--- config.mk ---
export PLATFORM = sky130hd
export DESIGN_NAME = memory_port_arbiter
export DESIGN_NICKNAME = d
export VERILOG_FILES = /design/src/rtl/memory_port_arbiter.sv
export SDC_FILE = /design/constraint.sdc
export NUM_CORES = 1
export LEC_CHECK = 0
export CAP_MARGIN = 5
export CORE_MARGIN = 2
export CORE_UTILIZATION = 42
export DETAILED_ROUTE_END_ITERATION = 10
export GPL_TIMING_DRIVEN = 0
export PLACE_DENSITY = 0.83
export SLEW_MARGIN = 40
export SYNTH_ARGS = -nofsm -noshare
export SYNTH_HDL_FRONTEND = slang
export SYNTH_SLANG_ARGS = --single-unit
export TNS_END_PERCENT = 5
--- constraint.sdc ---
create_clock -name clock -period 2.9 [get_ports clock]
set_clock_uncertainty 0.15 [all_clocks]
set_input_delay 0.435 -clock clock [delete_from_list [all_inputs] [get_ports clock]]
set_output_delay 0.435 -clock clock [all_outputs]
set_load 0.05 [all_outputs]
--- src/rtl/memory_port_arbiter.sv ---
// memory_port_arbiter: round-robin arbiter sharing one memory port between two requesters.
// Defining ARB_TIMEOUT_EN adds a watchdog that aborts a grant after TIMEOUT_CYCLES cycles.
module memory_port_arbiter #(
    parameter logic [7:0] TIMEOUT_CYCLES = 8'd255
) (
    input  logic        clock,
    input  logic        reset,
    input  logic        req0_enable,
    input  logic        req0_readWrite,
    input  logic [14:0] req0_address,
    input  logic [31:0] req0_data_write,
    output logic [31:0] req0_data_read,
    output logic        req0_done,
    output logic        req0_grant,
    input  logic        req1_enable,
    input  logic        req1_readWrite,
    input  logic [14:0] req1_address,
    input  logic [31:0] req1_data_write,
    output logic [31:0] req1_data_read,
    output logic        req1_done,
    output logic        req1_grant,
    output logic        mem_enable,
    output logic        mem_readWrite,
    output logic [14:0] mem_address,
    output logic [31:0] mem_data_write,
    input  logic [31:0] mem_data_read,
    input  logic        mem_done,
    output logic        arb_timeout
);
    localparam logic [1:0] IDLE    = 2'd0;
    localparam logic [1:0] GRANT0  = 2'd1;
    localparam logic [1:0] GRANT1  = 2'd2;
    localparam logic [1:0] RELEASE = 2'd3;

    logic [1:0] state;
    logic       prio;
    logic       win0;
    logic       win1;
    logic       granted;
    logic       expire;

    // prio names the requester that wins a tie
    assign win0    = req0_enable && (!req1_enable || !prio);
    assign win1    = req1_enable && !win0;
    assign granted = (state == GRANT0) || (state == GRANT1);

`ifdef ARB_TIMEOUT_EN
    logic [7:0] count;

    assign expire = granted && !mem_done && (count == TIMEOUT_CYCLES - 8'd1);

    always_ff @(posedge clock) begin
        if (!reset) begin
            count       <= 8'd0;
            arb_timeout <= 1'b0;
        end else begin
            count       <= granted ? count + 8'd1 : 8'd0;
            arb_timeout <= expire;
        end
    end
`else
    logic [7:0] unused_timeout;

    assign unused_timeout = TIMEOUT_CYCLES;
    assign expire         = 1'b0;
    assign arb_timeout    = 1'b0;
`endif

    always_ff @(posedge clock) begin
        if (!reset) begin
            state          <= IDLE;
            prio           <= 1'b0;
            req0_data_read <= 32'd0;
            req1_data_read <= 32'd0;
            req0_done      <= 1'b0;
            req1_done      <= 1'b0;
            req0_grant     <= 1'b0;
            req1_grant     <= 1'b0;
            mem_enable     <= 1'b0;
            mem_readWrite  <= 1'b0;
            mem_address    <= 15'd0;
            mem_data_write <= 32'd0;
        end else begin
            req0_done <= 1'b0;
            req1_done <= 1'b0;
            case (state)
                IDLE: begin
                    if (win0 || win1) begin
                        state          <= win0 ? GRANT0 : GRANT1;
                        prio           <= win0;
                        mem_enable     <= 1'b1;
                        req0_grant     <= win0;
                        req1_grant     <= win1;
                        mem_readWrite  <= win0 ? req0_readWrite  : req1_readWrite;
                        mem_address    <= win0 ? req0_address    : req1_address;
                        mem_data_write <= win0 ? req0_data_write : req1_data_write;
                    end
                end
                GRANT0, GRANT1: begin
                    if (mem_done || expire) begin
                        state      <= RELEASE;
                        mem_enable <= 1'b0;
                        req0_grant <= 1'b0;
                        req1_grant <= 1'b0;
                        req0_done  <= (state == GRANT0);
                        req1_done  <= (state == GRANT1);
                        // a write completion keeps the old read data; an abort clears it
                        if (state == GRANT0 && (!mem_done || mem_readWrite))
                            req0_data_read <= mem_done ? mem_data_read : 32'd0;
                        if (state == GRANT1 && (!mem_done || mem_readWrite))
                            req1_data_read <= mem_done ? mem_data_read : 32'd0;
                    end
                end
                default: state <= IDLE;
            endcase
        end
    end
endmodule

; ---- Yosys cells after proc, flatten, opt, wreduce, memory -nomap -nowiden
; Cells that the tools add are included.
; Widths: inputs -> output; s select.
[classes]
add_sub_neg = 0
multipliers = 0
div_mod_pow = 0
order_cmp = 0
eq_ne = 4
shifts = 0
mux = 14
bitwise = 0
n_reduce_logical = 20
[ops]
columns = op, n
row1 = $mux 32, 1
row2 = $mux 15, 1
row3 = $reduce_and 3->1, 4
row4 = $mux 2, 3
row5 = $pmux 1 s2, 3
row6 = $mux 1, 5
row7 = $logic_and 1x1->1, 4
row8 = $logic_not 1->1, 4
row9 = $ne 2x2->1 const B, 2
row10 = $pmux 2 s2, 1
row11 = $reduce_and 2->1, 2
row12 = $logic_or 1x1->1, 3
row13 = $eq 2x1->1 const B, 1
row14 = $eq 2x2->1 const B, 1
row15 = $logic_not 2->1, 1
row16 = $reduce_bool 2->1, 1
row17 = $reduce_or 2->1, 1
[word_totals]
reg_bits = 120
latch_bits = 0
ramBits = 0
rom_bits = 0
in_bits = 133
output_inout_bits = 118
wordCells = 50
n_memories = 0

; ---- Logic depth before layout (Yosys ltp)
; Gate-level depths: netlist of the first run.
[depth]
depth_word = 8
ltp_mapped = 7
depth_no_buf = 6

; ---- Least setup slack after synthesis of the first run
; OpenSTA, ideal clock, no wires.
[synth_path]
path_kind = reg-to-reg
start = register state[0]
end = register req0_grant
setup_ns = 0.128
t_arrival_ns = 1.488
t_required_ns = 2.622
setup_slack_ns = 1.134
stages_incl_launch_ff = 8
path_buffers = 1
synth_period_minus_slack_ns = 1.766
path_cell_list = dfxtp_1 > inv_1 > ha_1 > buf_6 > nor2b_4 > nor3_4 > mux2i_1 > nor2_1
[synth_via]
elab_chain_cells = 4
elab_cells_between_ends = 9
classes_between = eq/ne: 4 / mux: 1 / reduce/logical: 4
[synth_lines]
columns = element, line
row1 = from (decl), 35  ; logic [1:0] state;
row2 = from (signal assigned), 89  ; state <= win0 ? GRANT0 : GRANT1;
row3 = $eq 2x1->1 / $eq 2x2->1 (equally long branches), 86  ; case (state)
row4 = $reduce_or 2->1, 86
row5 = $ne 2x2->1 (no line) / $reduce_bool 2->1 (equally long branches), n/a
row6 = $reduce_and 3->1 (no line), n/a
row7 = to (signal assigned), 92  ; req0_grant <= win0;
row8 = to (decl), 14  ; output logic req0_grant,
; Several ways; a longest one is shown, not always the timed one.
; A chain may end at the register's enable or synchronous reset.

; ---- Worst setup path in the final report of the first run
[layout_path]
start = register mem_readWrite
end = output mem_readWrite
[layout_rtl]
columns = element, line
row1 = from (decl), 23  ; output logic mem_readWrite,
row2 = from (signal assigned), 94  ; mem_readWrite <= win0 ? req0_readWrite : req1_readWrite;
; No word-level cell between the ends.

==> impl_metrics.xml, run 1 <==
<?xml version="1.0" encoding="UTF-8"?>
<metrics>
  <group name="floorplan">
    <metric name="chipWidth" unit="microns">110</metric>
    <metric name="core_area" unit="sq um">10900</metric>
    <metric name="die_y" unit="microns">110</metric>
    <metric name="num_io_pins" unit="">251</metric>
    <metric name="dieArea" unit="sq um">12000</metric>
    <metric name="start_util" unit="">0.431</metric>
    <metric name="std_cell_rows" unit="">38</metric>
  </group>
  <group name="timing">
    <metric name="final.min_clock_period" unit="ns">2.40</metric>
    <metric name="rsz0062_at_grt" unit="">no</metric>
    <metric name="fmax_achieved" unit="MHz">416</metric>
    <metric name="worst_slew_margin_rel" unit="">0.621</metric>
    <metric name="fin_tns_setup" unit="ns">0</metric>
    <metric name="timing.final.crit_share" unit="">0.829</metric>
    <metric name="finalHoldViolCount" unit="">0</metric>
    <metric name="worst_pin_slew" unit="ns">0.566</metric>
    <metric name="timing.final.setup_violations" unit="">0</metric>
    <metric name="timing_max_transition_violations_final" unit="">0</metric>
    <metric name="finalHoldWorstSlack" unit="ns">0.305</metric>
  </group>
  <group name="power">
    <metric name="cellLeakagePower" unit="uW">0.00300</metric>
    <metric name="power.ir.vdd_worst" unit="mV">0.597</metric>
    <metric name="power-per-cell-area" unit="nW/um^2">853</metric>
    <metric name="combinationalPowerShare" unit="">0.364</metric>
    <metric name="pwr-share-clk" unit="">0.334</metric>
    <metric name="netSwitchingPower" unit="uW">2490</metric>
    <metric name="seqPwrFrac" unit="">0.302</metric>
    <metric name="p_sw_frac" unit="">0.365</metric>
    <metric name="power_total" unit="uW">6830</metric>
    <metric name="power.internal" unit="uW">4330</metric>
  </group>
  <group name="clock_network">
    <metric name="cts.htree.levels" unit="">4</metric>
    <metric name="post_cts_hold_buffer_count" unit="">0</metric>
    <metric name="cts.reportedPaths.clkPinSlew" unit="ns">0.05</metric>
    <metric name="clock_sinks" unit="">120</metric>
    <metric name="cts_inserted_buffers" unit="">17</metric>
    <metric name="cts_root_buffer" unit="">sky130_fd_sc_hd__clkbuf_8</metric>
    <metric name="post_cts.resized_instances" unit="">0</metric>
    <metric name="max-clock-path-buffers" unit="">2</metric>
    <metric name="tritoncts" unit="">done</metric>
    <metric name="latest_clock_arrival_within_the_worst_skew_pair" unit="ns">0.50</metric>
    <metric name="cts_setup_buffers" unit="">0</metric>
  </group>
  <group name="min_path">
    <metric name="min-delay-start" unit="">req1_data_read[12]</metric>
    <metric name="hold_path_class" unit="">reg -&gt; reg</metric>
    <metric name="min_path_cells" unit="">2</metric>
    <metric name="hold_path_end" unit="">req1_data_read[12]</metric>
  </group>
  <group name="setup_path">
    <metric name="critPathTopFamily" unit="">buffers and inverters</metric>
    <metric name="cp_data_required_time" unit="ns">2.32</metric>
    <metric name="worst_setup_path_end_kind" unit="">output pin</metric>
    <metric name="reg2reg_from" unit="">state[0]</metric>
    <metric name="worstSetupStartpointType" unit="">flip-flop</metric>
    <metric name="critical_path_buf_inv_count" unit="">1</metric>
    <metric name="regToRegEndpoint" unit="">req1_data_read[31]</metric>
    <metric name="timing.reg2reg.setup_slack" unit="ns">0.75</metric>
    <metric name="slowest_stage" unit="">sky130_fd_sc_hd__clkdlybuf4s50_1</metric>
    <metric name="worst-endpoint-arrival" unit="ns">1.82</metric>
    <metric name="max_stage_delay" unit="ns">0.89</metric>
    <metric name="crit_start" unit="">mem_readWrite</metric>
    <metric name="worst-r2r-cell-count" unit="">7</metric>
    <metric name="critical_path.max_fanout" unit="">6</metric>
    <metric name="timing.setup.critical_path_class" unit="">reg -&gt; out</metric>
    <metric name="critical_path.cell_chain" unit="">clkdlybuf4s50_1</metric>
  </group>
  <group name="synth">
    <metric name="syn-cell-area" unit="sq um">4690</metric>
    <metric name="synth-seq-area-share" unit="">0.512</metric>
    <metric name="netlist-cell-type-count" unit="">28</metric>
    <metric name="synth_seq_cells" unit="">120</metric>
    <metric name="post_synth_inst_count" unit="">537</metric>
    <metric name="syn_nets" unit="">674</metric>
    <metric name="syn-mean-instance-area" unit="sq um">8.74</metric>
    <metric name="ys_warn_count" unit="">0</metric>
  </group>
  <group name="flow_run">
    <metric name="maxCapViolCount" unit="">0</metric>
  </group>
  <group name="route">
    <metric name="detail_route.wirelength" unit="mm">16.7</metric>
    <metric name="drtIter0Drc" unit="">258</metric>
    <metric name="vias" unit="">4902</metric>
    <metric name="detail-route-antenna-nets" unit="">0</metric>
    <metric name="vias_per_cell" unit="">5.12</metric>
    <metric name="drt_drc_violations_left" unit="">0</metric>
    <metric name="drt_pass1_iterations" unit="">5</metric>
    <metric name="wl_per_cell" unit="microns">17.4</metric>
  </group>
  <group name="cells_and_area">
    <metric name="num_antenna_cells" unit="">0</metric>
    <metric name="flow.area_growth_from_synthesis" unit="%">70.5</metric>
    <metric name="num-fill-cells" unit="">791</metric>
    <metric name="fraction_of_final_layout_cells_with_drive_strength_greater_than_1" unit="">0.0685</metric>
    <metric name="layout.core_utilization" unit="">0.735</metric>
    <metric name="multiInputGateArea" unit="sq um">2030</metric>
    <metric name="finish.net_count" unit="">942</metric>
    <metric name="layout_common_cells" unit="">249 x sky130_fd_sc_hd__clkdlybuf4s50_1, 129 x sky130_fd_sc_hd__nand2_1, 120 x sky130_fd_sc_hd__dfxtp_1, 114 x sky130_fd_sc_hd__a21oi_1, 50 x sky130_fd_sc_hd__mux2i_1</metric>
    <metric name="layout_commonest_cell" unit="">sky130_fd_sc_hd__clkdlybuf4s50_1</metric>
    <metric name="ff_latch_area" unit="sq um">2400</metric>
  </group>
  <group name="global_route">
    <metric name="gr-usage-all-layers" unit="">0.278</metric>
    <metric name="globalRoute.totalOverflow" unit="">0</metric>
    <metric name="first_global_vias" unit="">5016</metric>
    <metric name="antenna_found_initial" unit="">0</metric>
    <metric name="wire_length_of_the_first_global_routing_pass" unit="mm">25.3</metric>
    <metric name="pin_count_of_the_biggest_net_entering_global_routing" unit="">17</metric>
  </group>
  <group name="status">
    <metric name="outcome" unit="">finished, final reports clean</metric>
  </group>
  <group name="place">
    <metric name="place.gp.congestion" unit="">0.890</metric>
    <metric name="post-dp-hpwl" unit="mm">12.6</metric>
    <metric name="buffer_ports.inserted" unit="">249</metric>
  </group>
</metrics>
==> kinds of logic after synthesis <==
family / share of synthesized area
AOI/OAI and AO/OA: 0.184
adders and majority gates: 0.0107
other: 0.000799
DFF: 0.512
muxes: 0.107
buffers and inverters: 0.0554
and+or+nand+nor: 0.130
==> how the worst max path moves through the flow <==
stage | to | depth (start not counted)
global placement | mem_address[13] | 5
CTS | mem_readWrite | 1
floorplan | req0_grant | 7
finish | mem_readWrite | 1
global route | mem_readWrite | 1
detailed placement | mem_address[13] | 5
==> power groups by stage <==
stage,combinational (uW),clock [uW],sequential [uW]
2_1_floorplan,750,0,2890
3_3_place_gp,2420,0,2070
3_5_place_dp,2470,0,2080
4_1_cts,2490,2300,2060
5_1_grt,2630,2370,2090
6_report,2480,2280,2060
==> flip-flops by register name, indices dropped and copies added, names as in the netlist, 2 cells and up <==
name	count
req0_data_read	32
req1_data_read	32
mem_address	15
mem_data_write	32
state	2
==> layout make-up <==
class / instances / share of cell area
plain buffers: 44 / 0.0311
multi-input cells: 370 / 0.254
clock buffers: 20 / 0.0557
inverters: 3 / 0.00141
repair buffers: 249 / 0.311
well taps: 140 / 0.0219
flip-flops and latches: 120 / 0.300
clock inverters: 12 / 0.0247
==> stage by stage <==
step | setup WS, ns | area, sq um | instances
global route | 0.408 | 8000 | 958
CTS | 0.454 | 8000 | 958
global placement | 0.724 | 7360 | 926
floorplan | 1.13 | 4690 | 537
detailed placement | 0.661 | 7360 | 926
finish | 0.495 | 8000 | 958
==> cell usage after synthesis <==
master                     count  share of area
sky130_fd_sc_hd__a21oi_1     114           0.12
sky130_fd_sc_hd__dfxtp_1     120           0.51
sky130_fd_sc_hd__a311oi_1      1         0.0019
sky130_fd_sc_hd__a21o_1        1         0.0016
sky130_fd_sc_hd__mux2i_1      50           0.11
sky130_fd_sc_hd__nor3b_1       2         0.0032
sky130_fd_sc_hd__nor2b_1       2         0.0027
sky130_fd_sc_hd__clkbuf_1     23          0.018
sky130_fd_sc_hd__buf_2         7         0.0075
sky130_fd_sc_hd__a21boi_2      1         0.0024
sky130_fd_sc_hd__inv_1         2         0.0016
sky130_fd_sc_hd__nor2b_4       1         0.0029
sky130_fd_sc_hd__o21a_1        1         0.0016
sky130_fd_sc_hd__o21ai_1       1         0.0011
sky130_fd_sc_hd__o21ai_0      48          0.051
sky130_fd_sc_hd__buf_6         6          0.014
sky130_fd_sc_hd__buf_4         8          0.013
sky130_fd_sc_hd__nand2_1     129           0.10
sky130_fd_sc_hd__conb_1        1        0.00080
sky130_fd_sc_hd__nor3_4        1         0.0035
sky130_fd_sc_hd__nand4_1       2         0.0027
sky130_fd_sc_hd__a22oi_1       1         0.0016
sky130_fd_sc_hd__and4_1        4         0.0075
sky130_fd_sc_hd__nor2_1        4         0.0032
sky130_fd_sc_hd__or2_1         1         0.0013
sky130_fd_sc_hd__inv_2         1        0.00080
sky130_fd_sc_hd__ha_1          4          0.011
sky130_fd_sc_hd__a211oi_1      1         0.0016
==> per-layer routing <==
| layer | part of all wire | vias up | global-route usage | wire [microns] |
|---|---|---|---|---|
| li1 | - | 2373 | - | - |
| met1 | 0.35 | 2285 | 0.276 | 5900 |
| met2 | 0.52 | 215 | 0.514 | 8720 |
| met3 | 0.10 | 29 | 0.123 | 1720 |
| met4 | 0.022 | 0 | 0.0931 | 371 |
| met5 | 0 | - | 0 | 0 |
Note: power is estimated with default switching activity, not from simulation.
==> inputs of run 2 (changes only) <==
--- a/config.mk
+++ b/config.mk
@@ -7,10 +7,10 @@
 export LEC_CHECK = 0
 export CAP_MARGIN = 5
 export CORE_MARGIN = 2
-export CORE_UTILIZATION = 42
+export CORE_UTILIZATION = 35
 export DETAILED_ROUTE_END_ITERATION = 10
 export GPL_TIMING_DRIVEN = 0
-export PLACE_DENSITY = 0.83
+export PLACE_DENSITY = 0.74
 export SLEW_MARGIN = 40
 export SYNTH_ARGS = -nofsm -noshare
 export SYNTH_HDL_FRONTEND = slang
==> constraint.sdc (replaced) <==
create_clock -name clock -period 2.1 [get_ports clock]
set_clock_uncertainty 0.15 [all_clocks]
set_input_delay 0.315 -clock clock [delete_from_list [all_inputs] [get_ports clock]]
set_output_delay 0.315 -clock clock [all_outputs]
set_load 0.05 [all_outputs]
==> run 2 against run 1 <==
Critical endpoint is now mem_address[3]. Largest power group unchanged. Highest routed layer unchanged. Die area is 19% higher. Register-to-register slack worse by 0.60 ns. Worst setup slack worse by 0.46 ns. Sequential power is 38% higher. Sequential cell count stayed put. Critical path type unchanged. Hold slack worse by 0.0010 ns. Clock-buffer cell count is 3 higher. Critical path depth stayed put. Core utilization is 12 points lower.
==> impl_metrics.xml, run 2 (synthesis gave the netlist of run 1 again) <==
<?xml version="1.0" encoding="UTF-8"?>
<metrics>
  <group name="cells_and_area">
    <metric name="layout_commonest_cell" unit="">sky130_fd_sc_hd__clkdlybuf4s50_1</metric>
    <metric name="largestRegisters" unit="">mem_data_write: 32 flops, req0_data_read: 32 flops, req1_data_read: 32 flops</metric>
    <metric name="layout_common_cells" unit="">239 x sky130_fd_sc_hd__clkdlybuf4s50_1, 129 x sky130_fd_sc_hd__nand2_1, 120 x sky130_fd_sc_hd__dfxtp_1, 114 x sky130_fd_sc_hd__a21oi_1, 50 x sky130_fd_sc_hd__mux2i_1</metric>
    <metric name="fraction_of_final_layout_cells_with_drive_strength_greater_than_1" unit="">0.0722</metric>
    <metric name="num_antenna_cells" unit="">0</metric>
    <metric name="flow.area_growth_from_synthesis" unit="%">71.7</metric>
    <metric name="finish.net_count" unit="">942</metric>
  </group>
  <group name="power">
    <metric name="combinationalPowerShare" unit="">0.367</metric>
    <metric name="seqPwrFrac" unit="">0.304</metric>
    <metric name="power.internal" unit="uW">5940</metric>
    <metric name="cellLeakagePower" unit="uW">0.00314</metric>
    <metric name="power.ir.vdd_worst" unit="mV">0.863</metric>
    <metric name="pwr-share-clk" unit="">0.329</metric>
    <metric name="netSwitchingPower" unit="uW">3410</metric>
    <metric name="p_sw_frac" unit="">0.365</metric>
    <metric name="power_total" unit="uW">9350</metric>
    <metric name="power-per-cell-area" unit="nW/um^2">1160</metric>
  </group>
  <group name="global_route">
    <metric name="grt.busiest_layer" unit="">met2</metric>
    <metric name="antenna_found_initial" unit="">0</metric>
    <metric name="first_global_vias" unit="">4962</metric>
    <metric name="globalRoute.totalOverflow" unit="">0</metric>
    <metric name="gr-usage-all-layers" unit="">0.231</metric>
    <metric name="use_met1" unit="">0.251</metric>
    <metric name="met3_usage" unit="">0.0917</metric>
    <metric name="global_route.usage.met2" unit="">0.408</metric>
    <metric name="pin_count_of_the_biggest_net_entering_global_routing" unit="">17</metric>
    <metric name="wire_length_of_the_first_global_routing_pass" unit="mm">25.8</metric>
  </group>
  <group name="route">
    <metric name="drt_drc_violations_left" unit="">0</metric>
    <metric name="drtIter0Drc" unit="">234</metric>
    <metric name="detail-route-antenna-nets" unit="">0</metric>
    <metric name="wl_per_cell" unit="microns">16.8</metric>
    <metric name="detail_route.wirelength" unit="mm">16.6</metric>
    <metric name="vias" unit="">4886</metric>
    <metric name="vias_per_cell" unit="">4.92</metric>
    <metric name="drt_pass1_iterations" unit="">5</metric>
  </group>
  <group name="clock_network">
    <metric name="tritoncts" unit="">done</metric>
    <metric name="cts_inserted_buffers" unit="">17</metric>
    <metric name="max-clock-path-buffers" unit="">2</metric>
    <metric name="cts_root_buffer" unit="">sky130_fd_sc_hd__clkbuf_16</metric>
    <metric name="clock_sinks" unit="">120</metric>
    <metric name="cts.reportedPaths.clkPinSlew" unit="ns">0.06</metric>
    <metric name="latest_clock_arrival_within_the_worst_skew_pair" unit="ns">0.40</metric>
    <metric name="post_cts_hold_buffer_count" unit="">0</metric>
    <metric name="cts.htree.levels" unit="">4</metric>
    <metric name="cts_setup_buffers" unit="">0</metric>
  </group>
  <group name="setup_path">
    <metric name="critPathTopFamily" unit="">buffers and inverters</metric>
    <metric name="worst-endpoint-arrival" unit="ns">1.60</metric>
    <metric name="worstSetupStartpointType" unit="">flip-flop</metric>
    <metric name="cp_data_required_time" unit="ns">1.63</metric>
    <metric name="max_stage_delay" unit="ns">0.82</metric>
    <metric name="critical_path_buf_inv_count" unit="">1</metric>
    <metric name="slowest_stage" unit="">sky130_fd_sc_hd__clkdlybuf4s50_1</metric>
    <metric name="critical_path.max_fanout" unit="">2</metric>
    <metric name="critical_path.cell_chain" unit="">clkdlybuf4s50_1</metric>
    <metric name="timing.setup.critical_path_class" unit="">reg -&gt; out</metric>
    <metric name="worst_setup_path_end_kind" unit="">output pin</metric>
  </group>
  <group name="floorplan">
    <metric name="dieArea" unit="sq um">14400</metric>
    <metric name="start_util" unit="">0.356</metric>
    <metric name="num_io_pins" unit="">251</metric>
    <metric name="die_y" unit="microns">120</metric>
    <metric name="core_area" unit="sq um">13200</metric>
    <metric name="chipWidth" unit="microns">120</metric>
    <metric name="std_cell_rows" unit="">42</metric>
  </group>
  <group name="timing">
    <metric name="timing.final.setup_violations" unit="">0</metric>
    <metric name="final.min_clock_period" unit="ns">2.06</metric>
    <metric name="worst_pin_slew" unit="ns">0.602</metric>
    <metric name="worst_slew_margin_rel" unit="">0.598</metric>
    <metric name="timing_max_transition_violations_final" unit="">0</metric>
    <metric name="fmax_achieved" unit="MHz">485</metric>
    <metric name="worst_slack" unit="ns">0.0381</metric>
    <metric name="rsz0062_at_grt" unit="">yes</metric>
    <metric name="timing.final.crit_share" unit="">0.982</metric>
    <metric name="finalHoldViolCount" unit="">0</metric>
  </group>
  <group name="status">
    <metric name="outcome" unit="">finished, final reports clean</metric>
  </group>
  <group name="place">
    <metric name="dpl_worst_slack" unit="ns">-0.00742</metric>
    <metric name="post-dp-hpwl" unit="mm">12.7</metric>
    <metric name="place.gp.congestion" unit="">0.860</metric>
    <metric name="buffer_ports.inserted" unit="">249</metric>
  </group>
  <group name="flow_run">
    <metric name="maxCapViolCount" unit="">0</metric>
  </group>
  <group name="min_path">
    <metric name="hold_path_class" unit="">reg -&gt; reg</metric>
  </group>
</metrics>
## run 2: cell types whose count changed in the layout (fill, tap and decap cells not counted), sizes merged
cell,previous run,this run
buf,21,26
clkinvlp,2,0
dlymetal6s2s,0,9
clkbuf,43,41
bufinv,5,4
clkdlybuf4s50,249,239
clkinv,5,4
dlygate4sd2,0,1
## run 2: final cells by class
cell class | instances | area, sq um
Fill cell | 1150 | 5130
Sequential cell | 120 | 2400
Clock buffer | 23 | 478
Timing Repair Buffer | 249 | 2510
Buffer | 44 | 259
Clock inverter | 8 | 144
Tap cell | 176 | 220
Inverter | 3 | 11.3
Multi-Input combinational cell | 370 | 2030
## run 2: what timing repair did
item / in CTS / in global routing
resized for setup: 4 / 22
setup endpoints to repair: 6 / 64
cloned: 0 / 0
## run 2: power by group through the flow
stage | logic [uW] | clock network, uW | registers [uW]
4_1_cts | 3450 | 3110 | 2840
3_5_place_dp | 3420 | 0 | 2870
6_report | 3430 | 3080 | 2840
5_1_grt | 3650 | 3210 | 2880
2_1_floorplan | 1040 | 0 | 3990
3_3_place_gp | 3380 | 0 | 2860
## run 2: worst paths after layout
check / start / end / slack [ns] / cells past startpoint
setup / recovery: mem_address[3] / mem_address[3] / 0.04 / 1
hold / removal: req0_data_read[8] / req0_data_read[8] / 0.30 / 2
setup reg to reg: state[0] / req0_grant / 0.15 / 7
hold reg to reg: req0_data_read[8] / req0_data_read[8] / 0.30 / 2
## run 2: worst reg2reg max path: cells and delay by family (launching register included)
| family | cells | cell delay, ns |
|---|---|---|
| buffers and inverters | 2 | 0.23 |
| muxes | 1 | 0.23 |
| DFF | 1 | 0.39 |
| adders and majority gates | 1 | 0.34 |
| and+or+nand+nor | 3 | 0.47 |
## run 2: layer usage
layer  share of wire  up-vias
li1                -     2362
met5               0        -
met2            0.51      233
met4           0.014        0
met1            0.38     2272
met3            0.10       19
## run 2: stage by stage
step | hold slack [ns] | std cells | utilization | instance area [sq um] | setup TNS (ns)
6_report | 0.304 | 993 | 0.611 | 8060 | 0
4_1_cts | 0.304 | 993 | 0.609 | 8030 | 0
3_3_place_gp | 0.291 | 962 | 0.561 | 7410 | 0
3_5_place_dp | 0.296 | 962 | 0.561 | 7410 | -0.00742
2_1_floorplan | 0.281 | 537 | - | 4690 | 0
5_1_grt | 0.323 | 993 | 0.611 | 8060 | -0.0408
==> inputs of run 3 (changes only) <==
--- a/config.mk
+++ b/config.mk
@@ -6,7 +6,7 @@
 export NUM_CORES = 1
 export LEC_CHECK = 0
 export CAP_MARGIN = 5
-export CORE_MARGIN = 2
+export CORE_MARGIN = 4
 export CORE_UTILIZATION = 35
 export DETAILED_ROUTE_END_ITERATION = 10
 export GPL_TIMING_DRIVEN = 0
==> run 3 against run 2 <==
Sequential power about the same. Power is 4.6% lower. Core utilization is 0.67 points lower. Clock-buffer cell count increased by 5. Clock power fell by 13%. Worst setup slack improved by 0.015 ns. First-iteration DRC count grew 15%. Cell count down 0.10%. Global-route usage down 2.0 points. Combinational power about the same.
==> impl_metrics.xml, run 3 (synthesis gave the netlist of run 1 again) <==
<?xml version="1.0" encoding="UTF-8"?>
<metrics>
  <group name="setup_path">
    <metric name="worst_setup_path_end_kind" unit="">output pin</metric>
    <metric name="regToRegEndpoint" unit="">req1_grant</metric>
    <metric name="critical_path.max_fanout" unit="">2</metric>
    <metric name="critPathTopFamily" unit="">buffers and inverters</metric>
    <metric name="worst-endpoint-arrival" unit="ns">1.58</metric>
    <metric name="slowest_stage" unit="">sky130_fd_sc_hd__clkdlybuf4s50_1</metric>
    <metric name="max_stage_delay" unit="ns">0.83</metric>
    <metric name="timing.reg2reg.setup_slack" unit="ns">0.15</metric>
    <metric name="reg2reg_from" unit="">state[0]</metric>
    <metric name="crit_end" unit="">mem_data_write[19]</metric>
    <metric name="timing.setup.critical_path_class" unit="">reg -&gt; out</metric>
    <metric name="worstSetupStartpointType" unit="">flip-flop</metric>
    <metric name="cp_data_required_time" unit="ns">1.63</metric>
    <metric name="worst-r2r-cell-count" unit="">7</metric>
    <metric name="crit_start" unit="">mem_data_write[19]</metric>
    <metric name="critical_path_depth" unit="">1</metric>
    <metric name="critical_path.cell_chain" unit="">clkdlybuf4s50_1</metric>
    <metric name="critical_path_buf_inv_count" unit="">1</metric>
  </group>
  <group name="cells_and_area">
    <metric name="largestRegisters" unit="">mem_data_write: 32 flops, req0_data_read: 32 flops, req1_data_read: 32 flops</metric>
    <metric name="layout_common_cells" unit="">241 x sky130_fd_sc_hd__clkdlybuf4s50_1, 129 x sky130_fd_sc_hd__nand2_1, 120 x sky130_fd_sc_hd__dfxtp_1, 114 x sky130_fd_sc_hd__a21oi_1, 50 x sky130_fd_sc_hd__mux2i_1</metric>
    <metric name="flow.area_growth_from_synthesis" unit="%">69.8</metric>
    <metric name="fraction_of_final_layout_cells_with_drive_strength_greater_than_1" unit="">0.0662</metric>
    <metric name="num_antenna_cells" unit="">0</metric>
    <metric name="finish.net_count" unit="">942</metric>
    <metric name="layout_commonest_cell" unit="">sky130_fd_sc_hd__clkdlybuf4s50_1</metric>
  </group>
  <group name="global_route">
    <metric name="first_global_vias" unit="">4892</metric>
    <metric name="wire_length_of_the_first_global_routing_pass" unit="mm">24.7</metric>
    <metric name="gr-usage-all-layers" unit="">0.211</metric>
    <metric name="pin_count_of_the_biggest_net_entering_global_routing" unit="">17</metric>
    <metric name="globalRoute.totalOverflow" unit="">0</metric>
    <metric name="antenna_found_initial" unit="">0</metric>
  </group>
  <group name="clock_network">
    <metric name="cts.htree.levels" unit="">4</metric>
    <metric name="post_cts_hold_buffer_count" unit="">0</metric>
    <metric name="cts_inserted_buffers" unit="">17</metric>
    <metric name="cts.reportedPaths.clkPinSlew" unit="ns">0.06</metric>
    <metric name="cts_root_buffer" unit="">sky130_fd_sc_hd__clkbuf_16</metric>
    <metric name="tritoncts" unit="">done</metric>
    <metric name="cts_setup_buffers" unit="">0</metric>
    <metric name="latest_clock_arrival_within_the_worst_skew_pair" unit="ns">0.40</metric>
    <metric name="clock_sinks" unit="">120</metric>
    <metric name="max-clock-path-buffers" unit="">2</metric>
  </group>
  <group name="place">
    <metric name="buffer_ports.inserted" unit="">249</metric>
    <metric name="place.gp.congestion" unit="">0.850</metric>
    <metric name="post-dp-hpwl" unit="mm">13.0</metric>
  </group>
  <group name="timing">
    <metric name="fin_tns_setup" unit="ns">0</metric>
    <metric name="timing_max_transition_violations_final" unit="">0</metric>
    <metric name="rsz0062_at_grt" unit="">no</metric>
    <metric name="finalHoldViolCount" unit="">0</metric>
    <metric name="timing.final.crit_share" unit="">0.975</metric>
    <metric name="final.min_clock_period" unit="ns">2.05</metric>
    <metric name="finalHoldWorstSlack" unit="ns">0.304</metric>
    <metric name="timing.final.setup_violations" unit="">0</metric>
    <metric name="fmax_achieved" unit="MHz">489</metric>
    <metric name="worst_slew_margin_rel" unit="">0.594</metric>
    <metric name="worst_pin_slew" unit="ns">0.608</metric>
  </group>
  <group name="status">
    <metric name="outcome" unit="">finished, final reports clean</metric>
  </group>
  <group name="route">
    <metric name="drt_pass1_iterations" unit="">4</metric>
    <metric name="vias_per_cell" unit="">4.81</metric>
    <metric name="wl_per_cell" unit="microns">16.4</metric>
    <metric name="detail_route.wirelength" unit="mm">16.2</metric>
    <metric name="vias" unit="">4774</metric>
    <metric name="drtIter0Drc" unit="">268</metric>
    <metric name="drt_drc_violations_left" unit="">0</metric>
    <metric name="detail-route-antenna-nets" unit="">0</metric>
  </group>
  <group name="power">
    <metric name="cellLeakagePower" unit="uW">0.00306</metric>
    <metric name="power-per-cell-area" unit="nW/um^2">1120</metric>
    <metric name="power.ir.vdd_worst" unit="mV">0.775</metric>
  </group>
  <group name="min_path">
    <metric name="hold_path_class" unit="">reg -&gt; reg</metric>
  </group>
  <group name="floorplan">
    <metric name="chipWidth" unit="microns">124</metric>
    <metric name="start_util" unit="">0.356</metric>
    <metric name="core_area" unit="sq um">13200</metric>
    <metric name="std_cell_rows" unit="">42</metric>
    <metric name="die_y" unit="microns">124</metric>
    <metric name="num_io_pins" unit="">251</metric>
    <metric name="dieArea" unit="sq um">15300</metric>
  </group>
  <group name="flow_run">
    <metric name="maxCapViolCount" unit="">0</metric>
  </group>
</metrics>
[run 3: cell types whose count changed in the layout (fill, tap and decap cells not counted), sizes merged]
cell | before | now
clkbuf | 41 | 51
dlymetal6s2s | 9 | 6
clkdlybuf4s50 | 239 | 241
clkinvlp | 0 | 1
bufinv | 4 | 1
buf | 26 | 21
dlygate4sd2 | 1 | 2
clkinv | 4 | 0
[run 3: cell type report]
type	count	area [sq um]
Tap cell	176	220
Clock buffer	28	507
Inverter	3	11.3
Clock inverter	2	37.5
Multi-Input combinational cell	370	2030
Fill cell	1125	5220
Buffer	44	256
Sequential cell	120	2400
Timing Repair Buffer	249	2500
[run 3: power breakdown]
| group | total [uW] | leakage (uW) | switching [uW] | internal, uW |
|---|---|---|---|---|
| combinational | 3410 | 0.00182 | 2190 | 1220 |
| sequential | 2830 | 0.000980 | 192 | 2640 |
| clock | 2680 | 0.000261 | 937 | 1740 |
[run 3: worst min-delay path by stage]
stage	slack, ns	to	depth (start not counted)	from
2_1_floorplan	0.28	prio	1	req1_enable
3_3_place_gp	0.29	req0_data_read[4]	2	req0_data_read[4]
3_5_place_dp	0.30	req1_data_read[9]	2	req1_data_read[9]
4_1_cts	0.31	req1_data_read[9]	2	req1_data_read[9]
5_1_grt	0.31	req1_data_read[3]	2	req1_data_read[3]
6_report	0.30	req0_data_read[24]	2	req0_data_read[24]
[run 3: timing repair]
action	4_1_cts	5_1_grt
resized for setup	4	14
cloned	0	0
endpoints found under the setup margin	5	46
pin swaps	0	0
[run 3: routing by layer]
layer / GRT usage / wire length [microns]
met5: 0 / 0
met4: 0.0782 / 233
met3: 0.100 / 1870
met2: 0.361 / 8010
met1: 0.225 / 6130
[run 3: through the flow]
stage	instance area [sq um]	worst slack, ns	std cells	utilization	total power, uW
2_1_floorplan	4690	0.334	537	-	5030
3_3_place_gp	7410	0.0245	962	0.561	6250
3_5_place_dp	7410	-0.0183	962	0.561	6300
4_1_cts	7950	0.000937	992	0.603	8990
5_1_grt	7970	0.000481	992	0.604	9380
6_report	7970	0.0530	992	0.604	8920
